File: src/rtl/refill_pkg.sv
`default_nettype none
// ============================================================================
//  Module      : refill_pkg
//  Description : Shared types and default constants for the cache refill
//                engine: FSM state encoding and default geometry.
//  Revision    : 1.0 - initial release
// ============================================================================
package refill_pkg;

    // Default geometry: 32-bit byte addresses, 32-bit words, 4-word lines
    localparam int c_def_addr_width     = 32;
    localparam int c_def_data_width     = 32;
    localparam int c_def_words_per_line = 4;

    // Refill FSM states
    typedef enum logic [2:0] {
        ST_IDLE    = 3'd0,
        ST_WB_REQ  = 3'd1,
        ST_RD_REQ  = 3'd2,
        ST_RD_WAIT = 3'd3,
        ST_FILL    = 3'd4
    } refill_state_t;

endpackage : refill_pkg
`default_nettype wire

File: src/rtl/cache_refill_engine.sv
`default_nettype none
// ============================================================================
//  Module      : cache_refill_engine
//  Description : Services one cache miss at a time. An optional dirty victim
//                line is written back word by word, then the missing line is
//                read word by word into a line buffer and presented to the
//                cache. Talks to memory through a single-beat request /
//                response handshake.
//  Revision    : 1.0 - initial release
// ============================================================================
module cache_refill_engine
    import refill_pkg::*;
#(
    parameter int ADDR_WIDTH     = c_def_addr_width,
    parameter int DATA_WIDTH     = c_def_data_width,
    parameter int WORDS_PER_LINE = c_def_words_per_line
) (
    input  logic                               clk,
    input  logic                               rst_n,
    // Miss request from the cache
    input  logic                               miss_valid,
    output logic                               miss_ready,
    input  logic [ADDR_WIDTH-1:0]              miss_addr,
    input  logic                               miss_dirty,
    input  logic [ADDR_WIDTH-1:0]              victim_addr,
    input  logic [WORDS_PER_LINE*DATA_WIDTH-1:0] victim_data,
    // Filled line back to the cache
    output logic                               fill_valid,
    input  logic                               fill_ready,
    output logic [ADDR_WIDTH-1:0]              fill_addr,
    output logic [WORDS_PER_LINE*DATA_WIDTH-1:0] fill_data,
    // Single-beat memory request
    output logic                               req_valid,
    input  logic                               req_ready,
    output logic                               req_is_write,
    output logic [ADDR_WIDTH-1:0]              req_addr,
    output logic [DATA_WIDTH-1:0]              req_wdata,
    output logic [DATA_WIDTH/8-1:0]            req_wstrb,
    // Read response
    input  logic                               resp_valid,
    output logic                               resp_ready,
    input  logic [DATA_WIDTH-1:0]              resp_rdata,
    // Status
    output logic                               busy
);

    localparam int c_beat_w    = $clog2(WORDS_PER_LINE);
    localparam int c_byte_sh   = $clog2(DATA_WIDTH / 8);
    localparam int c_line_off  = $clog2(WORDS_PER_LINE * (DATA_WIDTH / 8));
    localparam int c_line_w    = WORDS_PER_LINE * DATA_WIDTH;

    localparam logic [c_beat_w-1:0]   c_last_beat = c_beat_w'(WORDS_PER_LINE - 1);
    localparam logic [c_beat_w-1:0]   c_beat_one  = c_beat_w'(1);
    // Clears the byte-within-line bits of an address
    localparam logic [ADDR_WIDTH-1:0] c_line_mask =
        ~((ADDR_WIDTH'(1) << c_line_off) - ADDR_WIDTH'(1));

    refill_state_t              r_state;
    logic [c_beat_w-1:0]        r_beat;
    logic [ADDR_WIDTH-1:0]      r_fill_base;
    logic [ADDR_WIDTH-1:0]      r_victim_base;
    logic [c_line_w-1:0]        r_victim_data;
    logic [c_line_w-1:0]        r_line;

    logic                       w_last_beat;
    logic [ADDR_WIDTH-1:0]      w_beat_off;

    assign w_last_beat = (r_beat == c_last_beat);
    assign w_beat_off  = ADDR_WIDTH'(r_beat) << c_byte_sh;

    // Refill sequencing: capture the miss, write back the victim, read the
    // new line beat by beat, then hold it until the cache takes it
    always_ff @(posedge clk or negedge rst_n) begin
        if (!rst_n) begin
            r_state       <= ST_IDLE;
            r_beat        <= '0;
            r_fill_base   <= '0;
            r_victim_base <= '0;
            r_victim_data <= '0;
            r_line        <= '0;
        end else begin
            case (r_state)
                ST_IDLE: begin
                    if (miss_valid) begin
                        r_fill_base   <= miss_addr & c_line_mask;
                        r_victim_base <= victim_addr & c_line_mask;
                        r_victim_data <= victim_data;
                        r_beat        <= '0;
                        r_state       <= miss_dirty ? ST_WB_REQ : ST_RD_REQ;
                    end
                end
                ST_WB_REQ: begin
                    // Writes are posted: each accepted beat moves straight on
                    if (req_ready) begin
                        if (w_last_beat) begin
                            r_beat  <= '0;
                            r_state <= ST_RD_REQ;
                        end else begin
                            r_beat  <= r_beat + c_beat_one;
                        end
                    end
                end
                ST_RD_REQ: begin
                    if (req_ready) begin
                        r_state <= ST_RD_WAIT;
                    end
                end
                ST_RD_WAIT: begin
                    if (resp_valid) begin
                        r_line[r_beat*DATA_WIDTH +: DATA_WIDTH] <= resp_rdata;
                        if (w_last_beat) begin
                            r_beat  <= '0;
                            r_state <= ST_FILL;
                        end else begin
                            r_beat  <= r_beat + c_beat_one;
                            r_state <= ST_RD_REQ;
                        end
                    end
                end
                ST_FILL: begin
                    if (fill_ready) begin
                        r_state <= ST_IDLE;
                    end
                end
                default: begin
                    r_state <= ST_IDLE;
                end
            endcase
        end
    end

    // Output decode: everything depends only on registered state, so request
    // fields hold steady while the downstream stalls
    always_comb begin
        miss_ready   = 1'b0;
        busy         = 1'b1;
        req_valid    = 1'b0;
        req_is_write = 1'b0;
        req_addr     = '0;
        req_wdata    = '0;
        req_wstrb    = '0;
        resp_ready   = 1'b0;
        fill_valid   = 1'b0;
        fill_addr    = '0;
        fill_data    = '0;
        case (r_state)
            ST_IDLE: begin
                miss_ready = 1'b1;
                busy       = 1'b0;
            end
            ST_WB_REQ: begin
                req_valid    = 1'b1;
                req_is_write = 1'b1;
                req_addr     = r_victim_base + w_beat_off;
                req_wdata    = r_victim_data[r_beat*DATA_WIDTH +: DATA_WIDTH];
                req_wstrb    = '1;
            end
            ST_RD_REQ: begin
                req_valid = 1'b1;
                req_addr  = r_fill_base + w_beat_off;
            end
            ST_RD_WAIT: begin
                resp_ready = 1'b1;
            end
            ST_FILL: begin
                fill_valid = 1'b1;
                fill_addr  = r_fill_base;
                fill_data  = r_line;
            end
            default: begin
                busy = 1'b1;
            end
        endcase
    end

endmodule : cache_refill_engine
`default_nettype wire

File: config.mk
export PLATFORM = sky130hd
export DESIGN_NAME = cache_refill_engine
export DESIGN_NICKNAME = d
export VERILOG_FILES = /design/src/rtl/refill_pkg.sv /design/src/rtl/cache_refill_engine.sv
export SDC_FILE = /design/constraint.sdc
export NUM_CORES = 1
export LEC_CHECK = 0
export BUFFER_PORTS_ARGS = -buffer_cell sky130_fd_sc_hd__buf_4
export CAP_MARGIN = 10
export CORE_MARGIN = 2
export CORE_UTILIZATION = 30
export DETAILED_ROUTE_END_ITERATION = 7
export PLACE_DENSITY = 0.54
export SYNTH_ARGS = -nofsm -noshare
export SYNTH_HDL_FRONTEND = slang
export SYNTH_SLANG_ARGS = --single-unit
File: constraint.sdc
create_clock -name clk -period 7.4 [get_ports clk]
set_input_delay 0.74 -clock clk [delete_from_list [all_inputs] [get_ports clk]]
set_output_delay 0.74 -clock clk [all_outputs]
set_load 0.01 [all_outputs]
==> results of run 1 <==
==> how the worst min path moves through the flow <==
stage | from | to | slack (ps) | cells after the start
after floorplan | rst_n | r_beat[0] | 440 | 0
after global placement | r_line[112] | r_line[112] | 460 | 2
after CTS | rst_n | r_line[66] | 230 | 1
after global routing | rst_n | r_line[66] | 260 | 1
after detailed placement | r_line[97] | r_line[97] | 460 | 2
final | rst_n | r_line[66] | 210 | 1
==> layer usage <==
metal / vias up / global-route usage
li1: 4683 / -
met1: 5192 / 0.2168
met2: 390 / 0.2740
met3: 60 / 0.05731
met4: 2 / 0.04997
met5: - / 0
==> logic make-up (layout without fill, tap and decap cells) <==
| group | after synthesis | in the layout | synth area share |
|---|---|---|---|
| buf+inv | 103 | 540 | 0.04848 |
| simple gates | 285 | 285 | 0.1105 |
| mux | 221 | 221 | 0.2158 |
| fa+ha+maj | 6 | 6 | 0.005032 |
| flops | 317 | 317 | 0.5317 |
| other cells | 1 | 7 | 0.0002514 |
| compound gates | 163 | 163 | 0.08815 |
==> area by class of cell <==
class | instances | area [µm²] | share of cell area
clock buffers | 63 | 1219 | 0.06130
inverters | 6 | 22.52 | 0.001133
multi-input cells | 681 | 6304 | 0.3171
clock inverters | 6 | 57.56 | 0.002895
diodes | 1 | 2.502 | 0.0001259
repair buffers | 465 | 3511 | 0.1766
flip-flops and latches | 317 | 7935 | 0.3991
well taps | 664 | 830.8 | 0.04179
==> per-stage QoR <==
step,instance area (µm²),utilization,worst slack (ps),std cells
CTS,19880,0.4053,3477,2202
finish,19880,0.4053,3562,2203
detailed placement,18600,0.3792,3914,2133
global placement,18600,0.3792,3984,2133
floorplan,14940,-,5049,1101
global route,19880,0.4053,3340,2203
==> cell usage after synthesis, drive strengths merged, types with 2 or more instances <==
master | number | share of area
mux2i | 4 | 0.0027
o21ai | 35 | 0.012
mux2 | 185 | 0.16
a22o | 123 | 0.072
nor3 | 3 | 0.0025
and2 | 191 | 0.080
nor2 | 5 | 0.0013
a2111oi | 2 | 0.0025
clkbuf | 40 | 0.010
buf | 57 | 0.037
or3 | 2 | 0.0012
nand3b | 2 | 0.0010
dfrtp | 317 | 0.53
nand2b | 2 | 0.00084
inv | 6 | 0.0015
ha | 6 | 0.0050
nand2 | 70 | 0.018
mux4 | 32 | 0.048
and3 | 2 | 0.00084
==> registers in the layout, indices dropped and copies added, names as in the netlist <==
register	count
r_state	3
r_line	128
r_victim_data	128
r_fill_base	28
r_beat	2
r_victim_base	28
==> power by group <==
part           leakage (µW)  switching (µW)  total, µW  internal (µW)
Sequential          0.00415             400       2810           2410
Combinational       0.00491             851       2130           1280
Clock              0.000627             746       1900           1160
==> run_summary.xml, run 1 <==
<?xml version="1.0" encoding="UTF-8"?>
<metrics>
  <group name="setup_path">
    <metric name="cp.arrival" unit="ps">3100</metric>
    <metric name="startpoint_type" unit="">flip-flop</metric>
    <metric name="crit_required" unit="ps">6660</metric>
    <metric name="critical_path.top_delay_family" unit="">buffers and inverters</metric>
    <metric name="r2r-start" unit="">r_state[0]</metric>
    <metric name="critical-path-slowest-cell" unit="">buf_4</metric>
    <metric name="timing.critical_path.mode_cell" unit="">buf_4</metric>
    <metric name="cp_cell_sequence" unit="">inv_1 -&gt; and3_4 -&gt; buf_4 -&gt; and2_1 -&gt; buf_4</metric>
    <metric name="setup.worst_path.class" unit="">flip-flop to primary output</metric>
    <metric name="worst-path-stages" unit="">5</metric>
    <metric name="rr_endpoint" unit="">r_victim_data[92]</metric>
    <metric name="maximum_fanout_along_the_worst_path" unit="">99</metric>
    <metric name="worst_path_largest_cell_delay" unit="ps">730</metric>
    <metric name="worstSetupEndpointType" unit="">primary output</metric>
    <metric name="worst-r2r-setup-slack" unit="ps">3960</metric>
    <metric name="path_buf_inv" unit="">3</metric>
    <metric name="reg2reg_depth" unit="">5</metric>
    <metric name="destination_of_the_critical_timing_path" unit="">fill_data[61]</metric>
    <metric name="cp-startpoint" unit="">r_state[0]</metric>
  </group>
  <group name="final_layout">
    <metric name="layout_commonest_cell" unit="">buf_4</metric>
    <metric name="mostFrequentLayoutCells" unit="">463 x buf_4, 315 x dfrtp_1, 190 x and2_1, 123 x a22o_1, 100 x mux2_4</metric>
    <metric name="layout.nets" unit="">1746</metric>
    <metric name="final.fill_count" unit="">4781</metric>
    <metric name="syn_to_final_growth" unit="%">33.27</metric>
    <metric name="final_layout_size_suffix_gt1_frac" unit="">0.4532</metric>
  </group>
  <group name="global_routing">
    <metric name="grtUsageTotal" unit="">0.1699</metric>
    <metric name="grt_start_max_net_pins" unit="">161</metric>
    <metric name="grt_antenna_before_repair" unit="">3</metric>
    <metric name="grt_first_pass_wirelength" unit="mm">66.67</metric>
    <metric name="number_of_global_route_vias_before_repair" unit="">10951</metric>
    <metric name="overflow" unit="">0</metric>
  </group>
  <group name="timing">
    <metric name="fin_crit" unit="ps">3838</metric>
    <metric name="timing.final.hold_violations" unit="">0</metric>
    <metric name="timing.final.max_slew_violations" unit="">0</metric>
    <metric name="fin_setup_tns" unit="ps">0</metric>
    <metric name="fin_skew" unit="ps">20.65</metric>
    <metric name="grt_setup_unrepaired" unit="">no</metric>
    <metric name="final.hold.worst_slack" unit="ps">207.0</metric>
    <metric name="finalCritPeriodShare" unit="">0.5187</metric>
    <metric name="finalSetupViolations" unit="">0</metric>
    <metric name="fmax" unit="MHz">260.5</metric>
    <metric name="max_slew.worst_pin.slew" unit="ps">1071</metric>
    <metric name="slew-limit-headroom" unit="">0.2858</metric>
  </group>
  <group name="floorplanning">
    <metric name="ioPinCount" unit="">465</metric>
    <metric name="die_outline_width" unit="µm">227.0</metric>
    <metric name="start_util" unit="">0.3041</metric>
    <metric name="chipHeight" unit="µm">227.0</metric>
    <metric name="num_rows" unit="">81</metric>
    <metric name="placeableCoreArea" unit="mm²">0.04905</metric>
    <metric name="dieArea" unit="mm²">0.05153</metric>
  </group>
  <group name="detailed_routing">
    <metric name="drtAntennaViolNets" unit="">0</metric>
    <metric name="wl" unit="mm">44.63</metric>
    <metric name="tritonroute_pass_1_iters" unit="">4</metric>
    <metric name="met1_wl" unit="mm">19.03</metric>
    <metric name="routed_length_per_placed_instance" unit="µm">20.26</metric>
    <metric name="wl_met2" unit="mm">20.56</metric>
    <metric name="routed.top_layer" unit="">met5</metric>
    <metric name="viasPerCell" unit="">4.688</metric>
    <metric name="post-route-drc-count" unit="">0</metric>
    <metric name="detail_route.iter0.violations" unit="">562</metric>
    <metric name="met3_routed_length" unit="mm">4.109</metric>
    <metric name="num_vias" unit="">10327</metric>
  </group>
  <group name="logic_synthesis">
    <metric name="synth_seq_cells" unit="">317</metric>
    <metric name="synth_top_flop_cell" unit="">dfrtp_1</metric>
    <metric name="netlist_area" unit="mm²">0.01492</metric>
    <metric name="cell_count_after_synthesis" unit="">1096</metric>
    <metric name="syn-mean-instance-area" unit="µm²">13.61</metric>
    <metric name="sequential_to_total_area_share_from_yosys_stat" unit="">0.5317</metric>
    <metric name="synth_enable_flop_cells" unit="">0</metric>
    <metric name="synth_cell_types" unit="">43</metric>
    <metric name="synth_async_sr_flop_share" unit="">1.000</metric>
    <metric name="yosys_warnings" unit="">0</metric>
  </group>
  <group name="clock_network">
    <metric name="cts_tree" unit="">yes</metric>
    <metric name="post_cts_hold_buffer_count" unit="">0</metric>
    <metric name="cts.sinks" unit="">317</metric>
    <metric name="clock_path_buffers" unit="">3</metric>
    <metric name="clock_insertion_delay_worst_skew" unit="ps">550</metric>
    <metric name="post_cts_resize_count" unit="">0</metric>
    <metric name="htreeDepth" unit="">2</metric>
    <metric name="cts.clk_slew.worst_paths" unit="ps">60</metric>
    <metric name="cts_inserted_buffers" unit="">38</metric>
    <metric name="ctsRootBufferMaster" unit="">clkbuf_16</metric>
    <metric name="cts.repair_timing.setup_buffer_count" unit="">0</metric>
  </group>
  <group name="power">
    <metric name="power.static_leakage" unit="µW">0.009683</metric>
    <metric name="power.ir.vdd_worst" unit="mV">0.1736</metric>
    <metric name="cellPowerDensity" unit="mW/mm²">343.9</metric>
    <metric name="overall_power_consumption" unit="µW">6838</metric>
  </group>
  <group name="flow_run">
    <metric name="maxCapViolations" unit="">0</metric>
  </group>
  <group name="placed_design">
    <metric name="dp_hpwl" unit="mm">29.77</metric>
    <metric name="io_buffers" unit="">450</metric>
    <metric name="place_congestion" unit="">0.7762</metric>
  </group>
  <group name="status">
    <metric name="status" unit="">completed</metric>
  </group>
  <group name="hold_path">
    <metric name="path_category_of_the_worst_min_delay_check" unit="">input port to async pin</metric>
  </group>
</metrics>
No activity file was read; power rests on OpenSTA's default activity.
==> run 2, diff against run 1 <==
--- a/config.mk
+++ b/config.mk
@@ -5,12 +5,13 @@
 export SDC_FILE = /design/constraint.sdc
 export NUM_CORES = 1
 export LEC_CHECK = 0
+export ABC_AREA = 1
 export BUFFER_PORTS_ARGS = -buffer_cell sky130_fd_sc_hd__buf_4
 export CAP_MARGIN = 10
 export CORE_MARGIN = 2
 export CORE_UTILIZATION = 30
 export DETAILED_ROUTE_END_ITERATION = 7
-export PLACE_DENSITY = 0.54
+export PLACE_DENSITY = 0.55
 export SYNTH_ARGS = -nofsm -noshare
 export SYNTH_HDL_FRONTEND = slang
 export SYNTH_SLANG_ARGS = --single-unit
==> constraint.sdc (replaced) <==
create_clock -name clk -period 3.4 [get_ports clk]
set_input_delay 0.34 -clock clk [delete_from_list [all_inputs] [get_ports clk]]
set_output_delay 0.34 -clock clk [all_outputs]
set_load 0.01 [all_outputs]
==> run 2 against run 1 <==
- clock-buffer cell count shrank 3
- register-to-register slack lost 3000 ps
- core utilization grew 3.3 points
- hold slack got worse by 180 ps
- combinational power grew to 3.0 times the previous value
- synthesized cell count rose by 71%
- global-route usage is 3.4 points higher
- final area increased by 8.1%
- non-clock buffer count increased by 169
- critical path type unchanged
- critical endpoint is now fill_addr[26]
==> run_summary.xml, run 2 <==
<?xml version="1.0" encoding="UTF-8"?>
<metrics>
  <group name="status">
    <metric name="status" unit="">completed</metric>
  </group>
  <group name="detailed_routing">
    <metric name="num_vias" unit="">14747</metric>
    <metric name="drtAntennaViolNets" unit="">0</metric>
    <metric name="detail_route.iter0.violations" unit="">975</metric>
    <metric name="viasPerCell" unit="">4.777</metric>
    <metric name="wl" unit="mm">53.85</metric>
    <metric name="post-route-drc-count" unit="">0</metric>
    <metric name="routed_length_per_placed_instance" unit="µm">17.45</metric>
    <metric name="tritonroute_pass_1_iters" unit="">5</metric>
  </group>
  <group name="power">
    <metric name="cellPowerDensity" unit="mW/mm²">752.5</metric>
    <metric name="p_seq_frac" unit="">0.371</metric>
    <metric name="power.ir.vdd_worst" unit="mV">0.4700</metric>
    <metric name="power.switching" unit="µW">6277</metric>
    <metric name="power.share.combinational" unit="">0.394</metric>
    <metric name="netSwitchingFraction" unit="">0.3881</metric>
    <metric name="cellInternalPower" unit="µW">9898</metric>
    <metric name="clock_power_share" unit="">0.235</metric>
    <metric name="power.static_leakage" unit="µW">0.01081</metric>
  </group>
  <group name="timing">
    <metric name="grt_setup_unrepaired" unit="">no</metric>
    <metric name="finalSetupViolations" unit="">0</metric>
    <metric name="fin_crit" unit="ps">2871</metric>
    <metric name="setup_ws" unit="ps">529.2</metric>
    <metric name="fmax" unit="MHz">348.3</metric>
    <metric name="finalCritPeriodShare" unit="">0.8443</metric>
    <metric name="slew-limit-headroom" unit="">0.2881</metric>
    <metric name="timing.final.hold_violations" unit="">0</metric>
    <metric name="max_slew.worst_pin.slew" unit="ps">1065</metric>
    <metric name="fin_setup_tns" unit="ps">0</metric>
    <metric name="timing.final.max_slew_violations" unit="">0</metric>
    <metric name="fin_skew" unit="ps">6.443</metric>
  </group>
  <group name="setup_path">
    <metric name="maximum_fanout_along_the_worst_path" unit="">57</metric>
    <metric name="worstSetupEndpointType" unit="">primary output</metric>
    <metric name="worst_path_largest_cell_delay" unit="ps">590</metric>
    <metric name="timing.critical_path.mode_cell" unit="">buf_4</metric>
    <metric name="critical-path-slowest-cell" unit="">nand2_4</metric>
    <metric name="r2r-start" unit="">r_beat[0]</metric>
    <metric name="cp.arrival" unit="ps">2530</metric>
    <metric name="cp-startpoint" unit="">r_state[2]</metric>
    <metric name="crit_required" unit="ps">3060</metric>
    <metric name="cp_cell_sequence" unit="">nand2_4 -&gt; buf_4 -&gt; nor2_1 -&gt; buf_4</metric>
    <metric name="startpoint_type" unit="">flip-flop</metric>
    <metric name="setup.worst_path.class" unit="">flip-flop to primary output</metric>
  </group>
  <group name="global_routing">
    <metric name="grtUsageTotal" unit="">0.2040</metric>
    <metric name="overflow" unit="">0</metric>
    <metric name="number_of_global_route_vias_before_repair" unit="">14636</metric>
    <metric name="grt_start_max_net_pins" unit="">95</metric>
    <metric name="grt_antenna_before_repair" unit="">2</metric>
    <metric name="grt_first_pass_wirelength" unit="mm">82.27</metric>
  </group>
  <group name="floorplanning">
    <metric name="ioPinCount" unit="">465</metric>
    <metric name="placeableCoreArea" unit="mm²">0.04905</metric>
    <metric name="die_outline_width" unit="µm">227.1</metric>
    <metric name="num_rows" unit="">81</metric>
    <metric name="dieArea" unit="mm²">0.05159</metric>
    <metric name="start_util" unit="">0.3045</metric>
    <metric name="chipHeight" unit="µm">227.1</metric>
  </group>
  <group name="logic_synthesis">
    <metric name="synth_async_sr_flop_share" unit="">1.000</metric>
    <metric name="syn-mean-instance-area" unit="µm²">7.991</metric>
    <metric name="yosys_warnings" unit="">0</metric>
    <metric name="synth_cell_types" unit="">24</metric>
    <metric name="yosys.area.top_type" unit="">dfrtp_1</metric>
    <metric name="synth_seq_cells" unit="">317</metric>
    <metric name="netlist_top_cells_count" unit="">322 x o21ai_0, 317 x dfrtp_1, 300 x inv_1, 275 x nand2_1, 167 x nor2_1</metric>
    <metric name="cell_count_after_synthesis" unit="">1869</metric>
    <metric name="top_area_cell_type_share_of_the_netlist_area" unit="">0.5311</metric>
    <metric name="ys_top_cells_by_area" unit="">dfrtp_1 53%, o21ai_0 11%, inv_1 7.5%</metric>
    <metric name="sequential_to_total_area_share_from_yosys_stat" unit="">0.5311</metric>
    <metric name="netlist_area" unit="mm²">0.01494</metric>
    <metric name="synth_enable_flop_cells" unit="">0</metric>
    <metric name="yosysMostFrequentCell" unit="">o21ai_0</metric>
    <metric name="synth_top_flop_cell" unit="">dfrtp_1</metric>
  </group>
  <group name="final_layout">
    <metric name="final_core_utilization" unit="">0.4382</metric>
    <metric name="final_cell_area" unit="mm²">0.02150</metric>
    <metric name="biggestRegsByFlops" unit="">r_line: 128 flops, r_victim_data: 128 flops</metric>
    <metric name="syn_to_final_growth" unit="%">43.92</metric>
    <metric name="layout.nets" unit="">2636</metric>
    <metric name="layout_commonest_cell" unit="">buf_4</metric>
    <metric name="mostFrequentLayoutCells" unit="">476 x buf_4, 322 x o21ai_0, 316 x dfrtp_1, 299 x inv_1, 272 x nand2_1</metric>
    <metric name="final_layout_size_suffix_gt1_frac" unit="">0.2267</metric>
  </group>
  <group name="placed_design">
    <metric name="dp_hpwl" unit="mm">36.00</metric>
    <metric name="place_congestion" unit="">0.8805</metric>
    <metric name="io_buffers" unit="">450</metric>
    <metric name="placed_area" unit="mm²">0.01885</metric>
    <metric name="detailedPlace.worstSlack" unit="ps">914.2</metric>
  </group>
  <group name="hold_path">
    <metric name="path_category_of_the_worst_min_delay_check" unit="">input port to flip-flop</metric>
    <metric name="hold_path_startpoint" unit="">victim_data[57]</metric>
  </group>
  <group name="clock_network">
    <metric name="cts.clk_slew.worst_paths" unit="ps">60</metric>
    <metric name="htreeDepth" unit="">2</metric>
    <metric name="cts_tree" unit="">yes</metric>
    <metric name="cts_inserted_buffers" unit="">37</metric>
    <metric name="ctsRootBufferMaster" unit="">clkbuf_16</metric>
    <metric name="post_cts_resize_count" unit="">0</metric>
    <metric name="clock_insertion_delay_worst_skew" unit="ps">540</metric>
    <metric name="cts.sinks" unit="">317</metric>
    <metric name="clock_path_buffers" unit="">3</metric>
  </group>
  <group name="flow_run">
    <metric name="maxCapViolations" unit="">0</metric>
  </group>
</metrics>
run 2: path summary, 6_finish.rpt:
check | slack, ps | endpoint | depth (start not counted)
max | 530 | fill_addr[26] | 4
min | 30 | r_victim_data[57] | 3
max reg2reg | 960 | r_line[94] | 7
min reg2reg | 490 | r_victim_data[11] | 2
max in group asynchronous | 2130 | r_victim_data[98] | 3
min in group asynchronous | 390 | r_line[37] | 2
run 2: power groups by stage:
stage | Sequential (µW) | Clock [µW] | Combinational, µW
detailed placement | 6070 | 0 | 6230
floorplan | 5920 | 0 | 3910
CTS | 6010 | 3910 | 6420
global placement | 6020 | 0 | 6130
global route | 6180 | 4060 | 7120
finish | 6010 | 3800 | 6370
run 2: per-layer routing:
layer  GRT usage  up-vias  wire (µm)
met3     0.04427       79       3874
li1            -     7009          -
met4     0.06557        2       1257
met1      0.2646     7116      23000
met5           0        -         11
met2      0.3390      541      25720
run 2: cell type report:
cell class / instances / area, µm²
diodes: 1 / 2.502
clock buffers: 60 / 1122
clock inverters: 2 / 13.76
fillers: 4919 / 27560
inverters: 302 / 1135
multi-input cells: 1107 / 5238
flip-flops and latches: 317 / 7934
well taps: 664 / 830.8
repair buffers: 634 / 5220
run 2: cell families (layout without fill, tap and decap cells):
logic type / after synthesis / after routing / synth area share
simple gates: 594 / 594 / 0.1691
fa+ha+maj: 6 / 6 / 0.005026
compound gates: 501 / 501 / 0.1728
flops: 317 / 317 / 0.5311
buf+inv: 450 / 998 / 0.1216
other cells: 1 / 7 / 0.0002511
run 2: worst max-delay path: cells and delay by family, from the launching register on:
kind,cells,cell delay [ps]
simple gates,2,710
flops,1,530
buf+inv,2,700
run 2: repair_timing:
| action | in CTS | in global routing |
|---|---|---|
| endpoints found under the hold margin | 223 | 0 |
| hold buffers | 151 | 0 |
| endpoints found under the setup margin | 0 | 0 |
| setup buffers | 0 | 0 |
run 2: stage by stage:
stage	hold slack [ps]	std cells	power, µW
6_report	26.35	3087	16170
5_1_grt	19.00	3087	17360
4_1_cts	0.005329	3086	16330
3_5_place_dp	415.3	2873	12300
3_3_place_gp	408.0	2873	12150
2_1_floorplan	44.41	1874	9834
